File: src/rtl/cdb_arbiter_if.sv
// Bus between the execution units, the CDB arbiter and the CDB consumers.
// The arbiter takes the slave side; the execution-unit side is the master.
interface cdb_arbiter_if;
  logic        alu_valid;
  logic [3:0]  alu_tag;
  logic [31:0] alu_val;
  logic [31:0] alu_addr;
  logic        lsb_valid;
  logic [3:0]  lsb_tag;
  logic [31:0] lsb_val;
  logic [31:0] lsb_addr;
  logic        alu_stall;
  logic        lsb_stall;
  logic        cdb_active;
  logic [3:0]  cdb_tag;
  logic [31:0] cdb_val;
  logic [31:0] cdb_addr;
  logic        overflow_err;

  modport master (
    output alu_valid, alu_tag, alu_val, alu_addr,
    output lsb_valid, lsb_tag, lsb_val, lsb_addr,
    input  alu_stall, lsb_stall, cdb_active, cdb_tag, cdb_val, cdb_addr, overflow_err
  );

  modport slave (
    input  alu_valid, alu_tag, alu_val, alu_addr,
    input  lsb_valid, lsb_tag, lsb_val, lsb_addr,
    output alu_stall, lsb_stall, cdb_active, cdb_tag, cdb_val, cdb_addr, overflow_err
  );
endinterface

File: src/rtl/cdb_arbiter.sv
// Common data bus arbiter: one small FIFO per result source (ALU RS, LSB) and a
// round-robin pick of one queue head per cycle onto a registered CDB broadcast.
module cdb_arbiter #(
  parameter int unsigned DEPTH    = 4,
  parameter logic [3:0]  NONE_TAG = 4'd0
) (
  input  logic         clk_in,
  input  logic         rst_in,
  input  logic         rdy_in,
  input  logic         flush,
  cdb_arbiter_if.slave bus
);
  localparam int unsigned   PW        = $clog2(DEPTH);
  localparam int unsigned   CW        = $clog2(DEPTH + 1);
  localparam logic [CW-1:0] FULL_CNT  = CW'(DEPTH);
  localparam logic [CW-1:0] STALL_CNT = CW'(DEPTH - 1);

  typedef enum logic {SRC_ALU = 1'b0, SRC_LSB = 1'b1} src_e;

  typedef struct packed {
    logic [3:0]  tag;
    logic [31:0] val;
    logic [31:0] addr;
  } result_t;

  // Index 0 is the ALU queue, index 1 the LSB queue.
  result_t       mem_q   [2][DEPTH];
  logic [PW-1:0] wptr_q  [2];
  logic [PW-1:0] rptr_q  [2];
  logic [CW-1:0] count_q [2];
  src_e          last_grant_q;
  logic          cdb_active_q;
  result_t       cdb_q;
  logic          overflow_q;

  result_t       in_res  [2];
  logic [CW-1:0] count_d [2];
  logic [1:0]    push_req;
  logic [1:0]    push_ok;
  logic [1:0]    drop;
  logic [1:0]    pop;
  logic [1:0]    nonempty;
  logic          grant_valid;
  src_e          grant_src;
  result_t       head;

  always_comb begin
    // NOTE: every signal written here gets a default first, so no latch can be inferred.
    in_res[0]   = {bus.alu_tag, bus.alu_val, bus.alu_addr};
    in_res[1]   = {bus.lsb_tag, bus.lsb_val, bus.lsb_addr};
    push_req[0] = bus.alu_valid && (bus.alu_tag != NONE_TAG);
    push_req[1] = bus.lsb_valid && (bus.lsb_tag != NONE_TAG);
    nonempty[0] = (count_q[0] != '0);
    nonempty[1] = (count_q[1] != '0);

    // On contention the source that did not win last time goes first.
    grant_valid = |nonempty;
    grant_src   = SRC_ALU;
    if (&nonempty)
      grant_src = (last_grant_q == SRC_LSB) ? SRC_ALU : SRC_LSB;
    else if (nonempty[1])
      grant_src = SRC_LSB;

    pop  = grant_valid ? ((grant_src == SRC_LSB) ? 2'b10 : 2'b01) : 2'b00;
    head = (grant_src == SRC_LSB) ? mem_q[1][rptr_q[1]] : mem_q[0][rptr_q[0]];

    for (int s = 0; s < 2; s++) begin
      // A full queue still accepts a push when its head leaves in the same cycle.
      push_ok[s] = push_req[s] && !flush && ((count_q[s] != FULL_CNT) || pop[s]);
      drop[s]    = push_req[s] && !flush && (count_q[s] == FULL_CNT) && !pop[s];
      count_d[s] = count_q[s];
      if (push_ok[s] && !pop[s])
        count_d[s] = count_q[s] + CW'(1);
      else if (!push_ok[s] && pop[s])
        count_d[s] = count_q[s] - CW'(1);
    end
  end

  // NOTE: state registers use non-blocking assignments so each one samples pre-edge values.
  always_ff @(posedge clk_in or negedge rst_in) begin
    if (!rst_in) begin
      for (int s = 0; s < 2; s++) begin
        wptr_q[s]  <= '0;
        rptr_q[s]  <= '0;
        count_q[s] <= '0;
      end
      last_grant_q <= SRC_LSB;
      cdb_active_q <= 1'b0;
      cdb_q        <= '0;
      overflow_q   <= 1'b0;
    end else if (rdy_in) begin
      if (flush) begin
        for (int s = 0; s < 2; s++) begin
          wptr_q[s]  <= '0;
          rptr_q[s]  <= '0;
          count_q[s] <= '0;
        end
        last_grant_q <= SRC_LSB;
        cdb_active_q <= 1'b0;
      end else begin
        for (int s = 0; s < 2; s++) begin
          if (push_ok[s]) wptr_q[s] <= wptr_q[s] + PW'(1);
          if (pop[s])     rptr_q[s] <= rptr_q[s] + PW'(1);
          count_q[s] <= count_d[s];
        end
        cdb_active_q <= grant_valid;
        if (grant_valid) begin
          cdb_q        <= head;
          last_grant_q <= grant_src;
        end
        if (|drop) overflow_q <= 1'b1;
      end
    end
  end

  // NOTE: queue storage has no reset; pointers and counts alone decide which entries are live.
  always_ff @(posedge clk_in) begin
    if (rdy_in) begin
      for (int s = 0; s < 2; s++) begin
        if (push_ok[s]) mem_q[s][wptr_q[s]] <= in_res[s];
      end
    end
  end

  assign bus.alu_stall    = (count_q[0] >= STALL_CNT);
  assign bus.lsb_stall    = (count_q[1] >= STALL_CNT);
  assign bus.cdb_active   = cdb_active_q;
  assign bus.cdb_tag      = cdb_q.tag;
  assign bus.cdb_val      = cdb_q.val;
  assign bus.cdb_addr     = cdb_q.addr;
  assign bus.overflow_err = overflow_q;
endmodule

File: src/flat_wrapper.sv
// flat-port wrapper written by rule: the top's interface ports become plain ports
module cdb_arbiter_flat 
#(
  parameter int unsigned DEPTH    = 4,
  parameter logic [3:0]  NONE_TAG = 4'd0
)
  (clk_in, rst_in, rdy_in, flush, bus_alu_valid, bus_alu_tag, bus_alu_val, bus_alu_addr, bus_lsb_valid, bus_lsb_tag, bus_lsb_val, bus_lsb_addr, bus_alu_stall, bus_lsb_stall, bus_cdb_active, bus_cdb_tag, bus_cdb_val, bus_cdb_addr, bus_overflow_err);
  cdb_arbiter_if bus_i ();
  input  logic clk_in;
  input  logic rst_in;
  input  logic rdy_in;
  input  logic flush;
  input wire logic [$bits(bus_i.alu_valid)-1:0] bus_alu_valid;
  input wire logic [$bits(bus_i.alu_tag)-1:0] bus_alu_tag;
  input wire logic [$bits(bus_i.alu_val)-1:0] bus_alu_val;
  input wire logic [$bits(bus_i.alu_addr)-1:0] bus_alu_addr;
  input wire logic [$bits(bus_i.lsb_valid)-1:0] bus_lsb_valid;
  input wire logic [$bits(bus_i.lsb_tag)-1:0] bus_lsb_tag;
  input wire logic [$bits(bus_i.lsb_val)-1:0] bus_lsb_val;
  input wire logic [$bits(bus_i.lsb_addr)-1:0] bus_lsb_addr;
  output wire logic [$bits(bus_i.alu_stall)-1:0] bus_alu_stall;
  output wire logic [$bits(bus_i.lsb_stall)-1:0] bus_lsb_stall;
  output wire logic [$bits(bus_i.cdb_active)-1:0] bus_cdb_active;
  output wire logic [$bits(bus_i.cdb_tag)-1:0] bus_cdb_tag;
  output wire logic [$bits(bus_i.cdb_val)-1:0] bus_cdb_val;
  output wire logic [$bits(bus_i.cdb_addr)-1:0] bus_cdb_addr;
  output wire logic [$bits(bus_i.overflow_err)-1:0] bus_overflow_err;
  assign bus_i.alu_valid = bus_alu_valid;
  assign bus_i.alu_tag = bus_alu_tag;
  assign bus_i.alu_val = bus_alu_val;
  assign bus_i.alu_addr = bus_alu_addr;
  assign bus_i.lsb_valid = bus_lsb_valid;
  assign bus_i.lsb_tag = bus_lsb_tag;
  assign bus_i.lsb_val = bus_lsb_val;
  assign bus_i.lsb_addr = bus_lsb_addr;
  assign bus_alu_stall = bus_i.alu_stall;
  assign bus_lsb_stall = bus_i.lsb_stall;
  assign bus_cdb_active = bus_i.cdb_active;
  assign bus_cdb_tag = bus_i.cdb_tag;
  assign bus_cdb_val = bus_i.cdb_val;
  assign bus_cdb_addr = bus_i.cdb_addr;
  assign bus_overflow_err = bus_i.overflow_err;
  cdb_arbiter #(.DEPTH(DEPTH), .NONE_TAG(NONE_TAG)) u_core (.clk_in(clk_in), .rst_in(rst_in), .rdy_in(rdy_in), .flush(flush), .bus(bus_i));
endmodule
File: config.mk
export PLATFORM = sky130hd
export DESIGN_NAME = cdb_arbiter_flat
export DESIGN_NICKNAME = d
export VERILOG_FILES = /design/src/rtl/cdb_arbiter_if.sv /design/src/rtl/cdb_arbiter.sv /design/src/flat_wrapper.sv
export SDC_FILE = /design/constraint.sdc
export NUM_CORES = 1
export LEC_CHECK = 0
export ABC_AREA = 1
export BUFFER_PORTS_ARGS = -buffer_cell sky130_fd_sc_hd__buf_2
export CORE_UTILIZATION = 53
export DETAILED_ROUTE_END_ITERATION = 8
export HOLD_SLACK_MARGIN = 0.03
export PLACE_DENSITY_LB_ADDON = 0.05
export SYNTH_ARGS = -nofsm -noshare
export SYNTH_HDL_FRONTEND = slang
export SYNTH_SLANG_ARGS = --single-unit
File: constraint.sdc
create_clock -name clk_in -period 4.5 [get_ports clk_in]
set_input_delay 0.675 -clock clk_in [delete_from_list [all_inputs] [get_ports clk_in]]
set_output_delay 0.675 -clock clk_in [all_outputs]
set_load 0.02 [all_outputs]
==> run metrics, run 1 <==
status=completed; Core Footprint=~0.045 mm2; most frequent cells in the layout=edfxtp_1, nor2_1, o21ai_0; Yosys top cell area share=between 60% and 70%; final setup fails=0; slew margin rel.=~14%; GRT Resource Usage Total=between 20% and 30%; Fill cells=approximately 3500; routed len/inst=between 20 and 25 um; Initial Util=a little over half; DRT Pass-1 Iters=6; antenna violations before repair=6; commonest non-fill, non-tap cell in the layout=edfxtp_1; vias in the first global route=~15000; Placer Congestion=approximately 0.85; Synth area leader=edfxtp_1; layout cells sized above 1=a little under a fifth; CP cell instances=inv_1, nand3_2, nand2_1, nand2_2, buf_4, inv_2, o21ai_0, o21ai_1; Post-DRT Antenna Nets=0; CTS Sinks=between 600 and 700; Final Max Tran Viols=0; asr flop ratio synth=roughly 14%; I/O pins=approximately 210; synthesis-stage register bit count=roughly 630; IO buf count=roughly 210; Iteration-0 DRC Markers=1234; delay of the slowest critical-path stage=0.99 ns; die area=about 0.047 mm2; DP Wirelength=~36000 um; Leak=9.89 nW; clock share of power=29.7%; Synth Flop Type=edfxtp_1; Area Overhead vs Synth=15.4%; Worst R2R Start=u_core.count_q[4]; Reg power frac=between 40% and 50%; final count of hold timing violations=0; Hold Crit Class=input port to asynchronous set/reset pin; pwr dens=645 mW/mm2; CP Capture Type=flop; first-pass GRT wire length=89300 um; CTS tree=yes; Synth Instances=1845; P_sw=around 6.5 mW; vias per cell=approximately 5.7; top cells by area, synth=edfxtp_1, dfrtp_1, o21ai_0; Die Y=roughly 220 um; Final Skew=0.0207 ns; worst vdd ir=486 uV; Vias=roughly 15000; Seq/Total Area, Yosys=about three quarters; final WL=between 50000 and 60000 um; RSZ-0062 raised after global routing=no; Root Driver=clkbuf_16; CTS Buf Count=66; Startpoint Class=flop; period utilization=between 60% and 70%; Post-Syn Area=0.0243 mm2; clock transition at the registers of the reported paths=0.06 ns; Gate power share=between 20 and 30%; worst path required time=roughly 5 ns; crit path DAT=about 3.7 ns; Pwr Total=18.1 mW; Worst Setup SP=u_core.count_q[4]; worst setup path class=flop to flop; Post-CTS Setup Inserts=0; setup TNS=0 ns; Post-synth EDFFs=544; Mapped Avg Cell Area=~13 um2; fin nets=2184; minimum clock period=roughly 3.1 ns; pin count of the biggest net entering global routing=~100; Int Pwr=~12 mW; worst-path fanout max=~70; # H-tree levels=3; Remaining Overflow, GRT=0; Yosys warnings=0; synth unique cells=31; number of hold buffers added after cts=0; Synthesized Nets=approximately 2000; post-cts sizing count=0; Peak Freq=approximately 320 MHz; Clk Latency, worst-skew pair=around 0.60 ns; Worst-Margin Slew=~1.3 ns; DRC viols=0; final hold slack=about 0.17 ns; Net Sw Frac=a little over a third; slowest CP cell=inv_2; Die X-Extent=about 220 um; maxcap violations=0; CTS max path bufs=3; Placement Rows=78
==> metrics by stage <==
stage	setup slack [ns]	instance area, um2	util (%)	cells
floorplan	0.0243	24300	-	1845
global placement	1.36	25900	57.1	2564
detailed placement	1.41	25900	57.1	2564
CTS	1.38	28000	61.9	2681
global route	1.15	28000	61.9	2682
finish	1.37	28000	61.9	2683
==> sequential cells by signal (all words and copies together) (netlist names) <==
register,flops
u_core.bus.cdb_active,1
u_core.bus.cdb_addr,32
u_core.bus.cdb_tag,4
u_core.bus.cdb_val,32
u_core.bus.overflow_err,1
u_core.count_q,6
u_core.last_grant_q,1
u_core.mem_q,544
u_core.rptr_q,4
u_core.wptr_q,4
==> logic make-up after synthesis <==
logic type	share of synthesized area (%)
adders and majority gates	0.577
DFF	76.0
buffers and inverters	3.07
xor gates and xnor gates	0.0721
AOI/OAI and AO/OA	12.3
and+or+nand+nor	7.92
==> critical path, delay by kind of cell (launching register included) <==
kind | cells | cell delay [ns]
compound gates | 2 | 0.61
buf+inv | 3 | 1.56
simple gates | 3 | 0.43
flops | 1 | 0.38
==> routing by layer <==
layer  global-route usage [%]  routed length (um)  up-vias
met5                        0                  59        -
met4                     11.5                2190        8
met3                     4.72                3500      110
met2                     42.1               29500      504
met1                     34.0               24800     7557
li1                         -                   -     7122
==> final timing paths <==
kind / cells past startpoint / slack, ns / to
max in group asynchronous: 2 / 3.35 / u_core.bus.cdb_addr[31]
worst max-delay path: 8 / 1.37 / u_core.bus.cdb_addr[25]
worst min register to register: 2 / 0.48 / u_core.bus.overflow_err
worst min-delay path: 1 / 0.17 / u_core.bus.cdb_val[30]
min in group clk_in: 1 / 0.29 / u_core.mem_q[0][520]
worst max register to register: 8 / 1.37 / u_core.bus.cdb_addr[25]
==> Yosys cell counts, types with 10 or more instances <==
cell type and number:
inv_1 28, buf_2 45, a21oi_1 44, o21ai_0 333, nor2_2 10, nor2_1 344
nand2_1 110, nand3_1 12, buf_4 11, edfxtp_1 544, clkbuf_1 49, o21ai_1 46
dfrtp_1 84, o22ai_1 138
==> final cells by class <==
| cell class | count | area, um2 | area share [%] |
|---|---|---|---|
| repair buffers | 237 | 1360 | 4.86 |
| flip-flops and latches | 629 | 18500 | 65.9 |
| well taps | 600 | 751 | 2.68 |
| multi-input cells | 1061 | 5140 | 18.3 |
| clock inverters | 18 | 165 | 0.589 |
| inverters | 37 | 141 | 0.504 |
| clock buffers | 99 | 1990 | 7.10 |
| diodes | 2 | 5.00 | 0.0179 |
==> power groups by stage <==
stage               logic (mW)  registers (mW)  clock network (mW)
finish                    5.35            7.36                5.37
CTS                       5.42            7.35                5.46
floorplan                 3.30            7.59                   0
global route              5.88            7.40                5.68
detailed placement        5.40            7.46                   0
global placement          5.32            7.45                   0
Power figures use the tool's default switching activity.
==> run 2, diff against run 1 <==
CORE_UTILIZATION = 59   (was 53)
clock period = 3.2 ns   (was 4.5 ns; I/O delays follow)
==> run metrics, run 2 (same netlist as run 1, synthesis figures left out) <==
GRT Resource Usage Total=28.6%; Die Y=approximately 200 um; Area Overhead vs Synth=15.0%; Iteration-0 DRC Markers=1583; CTS max path bufs=3; setup slack, reg-to-reg=slightly above 0.7 ns; final count of hold timing violations=0; IO buf count=between 200 and 250; pwr dens=900 mW/mm2; slew margin rel.=a little under two fifths; Placement Rows=73; commonest non-fill, non-tap cell in the layout=edfxtp_1; number of flip-flops in the largest register=544; layout cells sized above 1=18.5%; Clk Latency, worst-skew pair=~0.62 ns; final hold slack=~0.076 ns; Pwr Total=around 25 mW; Worst-Margin Slew=0.946 ns; Root Driver=clkbuf_16; CP Capture Type=flop; vias per cell=approximately 5.9; Fill cells=about 2800; Initial Util=between 60% and 70%; final WL=59300 um; Die X-Extent=between 200 and 250 um; Post-DRT Antenna Nets=0; worst-path fanout max=roughly 70; period utilization=77.5%; Startpoint Class=flop; Non-Filler Instances=about 2600; Placer Congestion=approximately 0.90; hold path endpoint=u_core.mem_q[0][326]; pre-CTS setup slack=0.759 ns; antenna violations before repair=6; Vias=about 15000; crit path DAT=~2.7 ns; Final Max Tran Viols=0; Inst Count DP=roughly 2500; worst hold start=bus_lsb_val[22]; CTS tree=yes; DRC viols=0; Peak Freq=403 MHz; minimum clock period=2.48 ns; I/O pins=around 210; CTS Sinks=629; routed len/inst=between 20 and 25 um; DP Wirelength=roughly 36000 um; Hold Crit Class=input port to flop; RSZ-0062 raised after global routing=no; reg2reg end=u_core.mem_q[0][187]; status=completed; Remaining Overflow, GRT=0; # H-tree levels=2; post-placement cell area=0.0259 mm2; first-pass GRT wire length=88900 um; worst vdd ir=about 550 uV; die area=0.0420 mm2; Leak=9.91 nW; worst path required time=approximately 3.5 ns; Worst R2R Start=u_core.count_q[2]; worst setup path class=flop to flop; maxcap violations=0; vias in the first global route=approximately 15000; Core Util, Final=between 60% and 70%; Hold Path Stages=1; Final Skew=about 0.013 ns; DRT Pass-1 Iters=6; Core Footprint=0.0402 mm2; most frequent cells in the layout=edfxtp_1, nor2_1, o21ai_0; Worst Reg-to-Reg Cells=8; CTS Buf Count=60; clock transition at the registers of the reported paths=roughly 0.06 ns; final setup fails=0; Worst Setup Slack, final=around 0.72 ns; fin nets=~2200; setup TNS=0 ns; Final Instance Area=roughly 0.028 mm2; pin count of the biggest net entering global routing=between 100 and 150; Post-CTS Setup Inserts=0
[run 2: cell type report]
class	count	area, um2	share of cell area (%)
flip-flops and latches	629	18500	66.2
multi-input cells	1061	5140	18.4
clock buffers	75	1620	5.80
repair buffers	253	1520	5.45
well taps	525	657	2.35
clock inverters	38	367	1.31
inverters	37	141	0.506
diodes	1	2.50	0.00896
[run 2: power by group]
group	switching [mW]	total, mW	internal (mW)	leakage (nW)
combinational	5.64	7.85	2.21	2.99
sequential	0.494	10.2	9.66	5.93
clock	2.97	7.11	4.14	0.987
total	9.10	25.1	16.0	9.91
[run 2: layer usage]
layer | global-route usage [%] | wire length, um
met1 | 37.1 | 23100
met2 | 49.9 | 30900
met3 | 4.66 | 3750
met4 | 8.52 | 1460
met5 | 0 | 77
[run 2: critical path, cell delays in order (launching register included)]
cell     delay (ns)
dfrtp_1        0.42
inv_2          0.08
nand3_1        0.12
nand2_2        0.12
buf_4          0.27
or2_1          0.18
nand3_2        0.25
nor2_4         0.20
buf_12         0.37
[run 2: worst max path at each step]
| stage | start | end | slack, ns | cells after the start |
|---|---|---|---|---|
| 2_1_floorplan | u_core.count_q[0] | u_core.mem_q[0][0] | -0.08 | 7 |
| 3_3_place_gp | flush | u_core.mem_q[0][481] | 0.80 | 7 |
| 3_5_place_dp | flush | u_core.mem_q[0][535] | 0.76 | 7 |
| 4_1_cts | u_core.count_q[0] | u_core.mem_q[0][152] | 0.78 | 8 |
| 5_1_grt | u_core.count_q[4] | u_core.bus.cdb_val[26] | 0.58 | 9 |
| 6_report | u_core.count_q[2] | u_core.mem_q[0][187] | 0.72 | 8 |
[run 2: timing repair]
item                                   CTS  global route
endpoints found under the hold margin   52             0
hold buffers                             1             0
gates resized for setup                  0             0
==> run 3, diff against run 2 <==
CORE_UTILIZATION = 53   (was 59)
clock period = 2.1 ns   (was 3.2 ns; I/O delays follow)
==> run metrics, run 3 (same netlist as run 1, synthesis figures left out) <==
Final Max Tran Viols=0; Core Footprint=between 0.04 and 0.05 mm2; clock transition at the registers of the reported paths=around 0.060 ns; minimum clock period=a little over 2 ns; worst vdd ir=between 900 and 1000 uV; routing usage on met3=5.40%; Placement Rows=a little under 80; routed len/inst=approximately 21 um; DRC viols=0; Vias=~16000; setup TNS=0 ns; met2 Resource Use GR=between 40 and 50%; slowest CP cell=o21ai_0; Final Skew=around 0.015 ns; Worst Path Buf+Inv=2; pre-CTS setup slack=a little under 0.06 ns; CTS Sinks=approximately 630; delay of the slowest critical-path stage=0.40 ns; # H-tree levels=3; DRT Pass-1 Iters=5; Fill cells=~3400; GRT Resource Usage Total=a little over a quarter; Worst-Margin Slew=around 0.52 ns; Area Overhead vs Synth=24.9%; pwr dens=~1300 mW/mm2; Post-DRT Antenna Nets=0; Remaining Overflow, GRT=0; Non-Filler Instances=between 2000 and 3000; RSZ-0062 raised after global routing=yes; commonest non-fill, non-tap cell in the layout=edfxtp_1; fin nets=2383; CP Capture Type=output pin; worst setup path class=flop to output pin; Core Util, Final=~67%; IO buf count=213; Die Y=roughly 220 um; pin count of the biggest net entering global routing=a little under 100; Worst path top cell family by delay=compound AO/OA/AOI/OAI gates; antenna violations before repair=3; Inst Count DP=2620; Hold Crit Class=input port to flop; final hold slack=around 0.09 ns; Leak=10.9 nW; crit path DAT=1.73 ns; vias per cell=5.59; Placer Congestion=roughly 0.85; worst-path fanout max=4; layout cells sized above 1=~19%; period utilization=97.4%; Clk Latency, worst-skew pair=roughly 0.60 ns; most frequent cells in the layout=edfxtp_1, nor2_1, o21ai_0; Startpoint Class=flop; routing usage on met1=between 30% and 40%; Iteration-0 DRC Markers=1294; slew margin rel.=between 60% and 70%; grt peak-use layer=met2; CTS tree=yes; Root Driver=clkbuf_16; worst path required time=1.78 ns; final count of hold timing violations=0; CTS max path bufs=3; Sequential Area=0.0185 mm2; CP cell instances=inv_2, o21ai_0, buf_2; Peak Freq=489 MHz; DP Wirelength=37600 um; Die X-Extent=roughly 220 um; Initial Util=between 50% and 60%; final setup fails=0; final WL=between 60000 and 70000 um; maxcap violations=0; CTS Buf Count=between 60 and 70; status=completed; I/O pins=214; first-pass GRT wire length=approximately 93000 um; die area=between 0.04 and 0.05 mm2; Worst Setup Slack, final=0.0553 ns; number of flip-flops in the largest register=~540; vias in the first global route=approximately 16000; footprint of the multi-input gates=around 0.0052 mm2
[run 3: changes by cell type in the layout (fill, tap and decap cells not counted), sizes merged]
cell,change
bufinv,+2
buf,+46
dlygate4sd3,+136
clkinv,-11
clkinvlp,+1
diode,+2
clkbuf,+15
[run 3: area by class of cell]
cell class | instances | area share (%)
inverter | 37 | 0.483
sequential | 629 | 60.9
clock inverter | 30 | 1.24
multi-input combinational | 1061 | 17.1
antenna | 3 | 0.0248
timing repair buffer | 436 | 11.6
clock buffer | 89 | 6.15
tap | 600 | 2.48
[run 3: worst paths after layout]
check                                              end  depth (start not counted)  slack, ns             startpoint
worst max register to register    u_core.mem_q[0][157]                          7       0.09      u_core.count_q[2]
worst min-delay path             u_core.bus.cdb_active                          4       0.09                 rdy_in
max in group asynchronous             u_core.wptr_q[3]                          3       1.25                 rst_in
worst max-delay path                     bus_lsb_stall                          3       0.06      u_core.count_q[0]
worst min register to register   u_core.bus.cdb_val[7]                          2       0.48  u_core.bus.cdb_val[7]
min in group asynchronous       u_core.bus.cdb_val[27]                          2       0.24                 rst_in
[run 3: worst min-delay path: cells and delay by family]
family / cells / cell delay [ns]
buffers and inverters: 2 / 0.22
AND/OR/NAND/NOR: 2 / 0.11
[run 3: power by group]
group	switching, mW	total, mW	leakage, nW	internal (mW)
registers	0.738	15.5	5.93	14.7
clock network	4.65	12.0	1.09	7.34
logic	8.85	13.0	3.90	4.16
total	14.2	40.5	10.9	26.2
[run 3: stage by stage]
step,cell area (um2),power [mW]
5_1_grt,30300,42.4
4_1_cts,30200,40.8
3_5_place_dp,26600,28.6
6_report,30300,40.5
3_3_place_gp,26600,28.4
2_1_floorplan,24400,23.4
[run 3: layer usage]
layer  part of all wire, %  vias to the layer above
met5                     0                        -
met4                   2.9                        0
met3                   5.3                      109
met2                    51                      444
met1                    41                     8058
li1                      -                     7529
[run 3: repair_timing]
item,CTS,global route
endpoints found under the setup margin,0,55
resized for setup,0,7
endpoints found under the hold margin,568,0
buffers inserted,0,5
hold buffers,137,0
